==> config.mk <==
export PLATFORM = sky130hd
export DESIGN_NAME = alu_share_arbiter
export DESIGN_NICKNAME = d
export VERILOG_FILES = /design/src/rtl/alu_share_arbiter.sv
export SDC_FILE = /design/constraint.sdc
export NUM_CORES = 1
export LEC_CHECK = 0
export ABC_AREA = 1
export BUFFER_PORTS_ARGS = -buffer_cell sky130_fd_sc_hd__buf_2
export CAP_MARGIN = 0
export CORE_MARGIN = 5
export CORE_UTILIZATION = 45
export DETAILED_ROUTE_END_ITERATION = 10
export PLACE_DENSITY = 0.81
export SYNTH_ARGS = -nofsm -noshare
export SYNTH_HDL_FRONTEND = slang
export SYNTH_SLANG_ARGS = --single-unit
==> constraint.sdc <==
create_clock -name clk -period 2.1 [get_ports clk]
set_input_delay 0.105 -clock clk [delete_from_list [all_inputs] [get_ports clk]]
set_output_delay 0.105 -clock clk [all_outputs]
set_load 0.01 [all_outputs]
==> src/rtl/alu_share_arbiter.sv <==
// Round-robin arbiter that time-shares one combinational ALU between the integer
// pipeline (port 0) and the approximate-accumulate engine (port 1).
module alu_share_arbiter #(
  parameter int DATA_W = 32,
  parameter int OP_W   = 5,
  parameter int CNT_W  = 16
) (
  input  logic              clk,
  input  logic              reset,
  input  logic [1:0]        req_valid,
  output logic [1:0]        req_ready,
  input  logic [OP_W-1:0]   req_op0,
  input  logic [OP_W-1:0]   req_op1,
  input  logic [DATA_W-1:0] req_a0,
  input  logic [DATA_W-1:0] req_a1,
  input  logic [DATA_W-1:0] req_b0,
  input  logic [DATA_W-1:0] req_b1,
  output logic [1:0]        rsp_valid,
  input  logic [1:0]        rsp_ready,
  output logic [DATA_W-1:0] rsp_data,
  output logic [OP_W-1:0]   alu_decode,
  output logic [DATA_W-1:0] alu_a,
  output logic [DATA_W-1:0] alu_x,
  input  logic [DATA_W-1:0] alu_result,
  output logic              busy,
  output logic [CNT_W-1:0]  ops_done
);

  typedef enum logic [1:0] {IDLE, EXEC, RESP} state_t;

  state_t state;
  state_t state_next;
  logic   ptr;
  logic   grant_q;
  logic   grant_sel;
  logic   handshake;
  logic   rsp_done;

  // The pointer only breaks ties; a lone requester always wins.
  always_comb begin
    if (req_valid == 2'b11) grant_sel = ptr;
    else                    grant_sel = req_valid[1];
  end

  assign handshake = (state == IDLE) && (req_valid != 2'b00);
  assign rsp_done  = (state == RESP) && rsp_ready[grant_q];

  always_ff @(posedge clk) begin
    if (reset) state <= IDLE;
    else       state <= state_next;
  end

  always_comb begin
    state_next = state;
    case (state)
      IDLE:    if (handshake) state_next = EXEC;
      EXEC:    state_next = RESP;
      RESP:    if (rsp_done) state_next = IDLE;
      default: state_next = IDLE;
    endcase
  end

  always_comb begin
    req_ready = 2'b00;
    if (handshake) req_ready[grant_sel] = 1'b1;
    busy = (state != IDLE);
  end

  always_ff @(posedge clk) begin
    if (reset) begin
      alu_decode <= '0;
      alu_a      <= '0;
      alu_x      <= '0;
      rsp_data   <= '0;
      rsp_valid  <= 2'b00;
      ops_done   <= '0;
      ptr        <= 1'b0;
      grant_q    <= 1'b0;
    end else begin
      if (handshake) begin
        alu_decode <= grant_sel ? req_op1 : req_op0;
        alu_a      <= grant_sel ? req_a1  : req_a0;
        alu_x      <= grant_sel ? req_b1  : req_b0;
        grant_q    <= grant_sel;
      end
      if (state == EXEC) begin
        rsp_data  <= alu_result;
        rsp_valid <= grant_q ? 2'b10 : 2'b01;
      end
      // Completion hands priority to the requester that was not just served.
      if (rsp_done) begin
        rsp_valid <= 2'b00;
        ops_done  <= ops_done + CNT_W'(1);
        ptr       <= ~grant_q;
      end
    end
  end

endmodule
==> run_results.csv <==
group,metric,value,unit
die,die-area,14200,um^2
power,combPwrFrac,23.3,%
min_path,worstHoldPathType,"input pin to flip-flop",
global_routing,grt_max_degree,118,
yosys,yosysWarnings,0,
yosys,synth_area,5350,um^2
sta,holdWs,0.0163,ns
power,power.share.sequential,38.6,%
power,power.switching,2.04,mW
detailed_routing,drc_errors,0,
sta,fin_crit_sh,94.5,%
setup_path,worst-r2r-cell-count,8,
clocking,cts_tree,"done",
clocking,clock_latency,0.41,ns
clocking,clockBufferDepth,2,
detailed_routing,drt-total-wl,25600,um
sta,hold_viol_final,0,
clocking,h-tree-depth,4,
yosys,synth_top_family_by_area,"simple AND/OR/NAND/NOR gates",
sta,clock_skew,0.00725,ns
clocking,clock-sinks,123,
yosys,synth-simple-area-share,39.0,%
power,p_leak,5.09,nW
place,gp_congestion,0.870,
power,p_int,4.89,mW
power,ir_worst_vdd,482,uV
setup_path,reg2reg_from,"state[1]$_SDFFE_PP0P_",
setup_path,cp.required,2.45,ns
setup_path,crit_arrival,2.34,ns
yosys,synth_compound_area_share,4.86,%
sta,setup_viol,0,
place,place_ws,0.520,ns
sta,fmax,0.504,GHz
die,start_util,46.5,%
setup_path,worst_setup_path_end_kind,"flip-flop",
finish,nets,1454,
die,core.rowCount,39,
power,clockPowerShare,38.2,%
run,maxCapViolations,0,
yosys,ys_ff_latch,123,
place,dp.cells,1239,
global_routing,grt_use_total,34.0,%
die,die_x,119,um
clocking,cts_root_buffer,"clkbuf_16",
power,pwr_density_cell,757,nW/um^2
setup_path,cp-startpoint,"state[1]$_SDFFE_PP0P_",
outcome,status,"completed",
sta,min_period,1.98,ns
die,coreArea,11500,um^2
setup_path,crit_end,"alu_a[27]$_SDFFE_PP0P_",
die,die_y,119,um
detailed_routing,ant_nets,0,
finish,drive_gt1_share,26.4,%
detailed_routing,viasPerCell,5.29,
finish,syn2layout_area_growth,71.0,%
setup_path,crit_type,"flip-flop to flip-flop",
yosys,synth_fp_nets,1008,
sta,drv_slew,0,
global_routing,grt-ovfl-total,0,
yosys,ys_seq_area_share,46.0,%
yosys,synthMuxAreaShare,0,%
sta,tightest_slew,0.591,ns
detailed_routing,vias,7586,
yosys,synthAdderAreaFrac,0.234,%
global_routing,grt_pass1_wl,38800,um
global_routing,first_global_vias,7558,
yosys,postSynthCellCount,831,
yosys,synthXorXnorAreaFrac,0,%
setup_path,worstPathMaxFanout,71,
sta,relSlewSlack,60.6,%
detailed_routing,drt_iter0_markers,1088,
sta,final.setup.worst_slack,0.116,ns
die,ios,298,
place,place.port_buffers,297,
finish,layoutNonFillerInstCount,1435,
setup_path,r2r-end,"alu_a[27]$_SDFFE_PP0P_",
yosys,synth_cell_types,21,
setup_path,rrSetupSlack,0.12,ns
clocking,cts.clk_slew.worst_paths,0.05,ns
global_routing,antenna_found_initial,5,
yosys,syn_area_per_cell,6.44,um^2
clocking,cts_made_buffers,17,
detailed_routing,avgRoutedWirePerCell,17.9,um
detailed_routing,drtPass1Iterations,9,
setup_path,startpoint_type,"flip-flop",
finish,finalCoreUtilization,79.4,%
power,switching_share,29.4,%
place,hpwl,12200,um
-- per-stage QoR --
stage | TNS, ns | cell area [um^2] | total power [mW]
2_1_floorplan | 0 | 5350 | 3.35
3_3_place_gp | 0 | 6950 | 3.86
3_5_place_dp | 0 | 6950 | 3.88
4_1_cts | 0 | 9060 | 6.71
5_1_grt | -0.0282 | 9150 | 7.18
6_report | 0 | 9150 | 6.93
-- Yosys cell counts, drive strengths merged --
library cell  instances  share of area [%]
dfxtp               123                 46
nand4                 4               0.47
o21ai                39                3.7
nor3                  5               0.47
nor2                103                7.3
buf                  20                1.7
o21bai                1               0.14
nand3                81                7.6
and3                  1               0.12
clkbuf               19                1.3
nor3b                 1               0.14
a21oi                10                1.0
ha                    1               0.23
inv                  97                6.8
nand2               326                 23
-- worst max-delay path, stage by stage, from the launching register on --
cell and delay (ns):
dfxtp_1 0.37, nor2_2 0.08, o21ai_4 0.08, clkbuf_8 0.47
nand2_1 0.12, nand3_1 0.11, nand2_1 0.07, inv_1 0.07
dlygate4sd3_1 0.54
-- cells in the final DEF, fill, tap and decap left out, drive strengths merged --
cell type,count
buf,305
dfxtp,123
clkbuf,30
and3,1
nand3,81
a21oi,10
dlygate4sd3,158
o21ai,39
nor2,103
inv,97
diode,5
clkinv,2
nand2,326
ha,1
o21bai,1
nand4,4
nor3,5
nor3b,1
-- worst min path at each step --
stage | cells after the start | end | start | slack, ns
floorplan | 1 | grant_q$_SDFFE_PP0P_ | reset | 0.17
detailed placement | 3 | rsp_data[22]$_SDFFE_PP0N_ | alu_result[22] | 0.33
global placement | 3 | rsp_data[17]$_SDFFE_PP0N_ | alu_result[17] | 0.32
CTS | 5 | alu_x[5]$_SDFFE_PP0P_ | req_b1[5] | 0.0006
global route | 5 | alu_a[31]$_SDFFE_PP0P_ | req_a0[31] | 0.02
finish | 5 | alu_a[31]$_SDFFE_PP0P_ | req_a0[31] | 0.02
-- area by class of cell --
type | instances | area [um^2]
repair buffers | 466 | 3220
fillers | 674 | 2370
diodes | 5 | 12.5
clock inverters | 2 | 10.0
well taps | 143 | 179
inverters | 97 | 364
clock buffers | 27 | 513
multi-input cells | 572 | 2380
flip-flops and latches | 123 | 2460
-- power by group through the flow --
stage / Combinational (mW) / Sequential [mW] / Clock (mW)
after global routing: 1.73 / 2.69 / 2.77
after CTS: 1.43 / 2.64 / 2.63
after detailed placement: 1.19 / 2.69 / 0
after floorplan: 0.563 / 2.78 / 0
after global placement: 1.18 / 2.68 / 0
final: 1.61 / 2.67 / 2.64
-- per-layer routing --
layer,track usage (%),wire length [um],vias up
met5,0,0,-
met4,24.4,1990,0
met3,12.5,3000,194
met2,56.4,12000,647
met1,35.4,8660,3317
li1,-,-,3428
-- state kept, by name (all words and copies together) (netlist names) --
name        cells
alu_decode      5
grant_q         1
ptr             1
rsp_valid       2
state           2
alu_x          32
ops_done       16
alu_a          32
rsp_data       32
-- cell families (layout without fill, tap and decap cells) --
kind of cell,count (synthesis),in the layout
and+or+nand+nor,521,521
AOI/OAI and AO/OA,50,50
adders and majority gates,1,1
buffers and inverters,136,592
other,0,5
DFF,123,123
-- timing repair --
action                                  CTS  global route
endpoints found under the setup margin    0             1
buffers inserted                          0             2
gates resized for setup                   0             5
hold buffers                            158             0
endpoints found under the hold margin   104             0
Note: power is estimated with default switching activity, not from simulation.
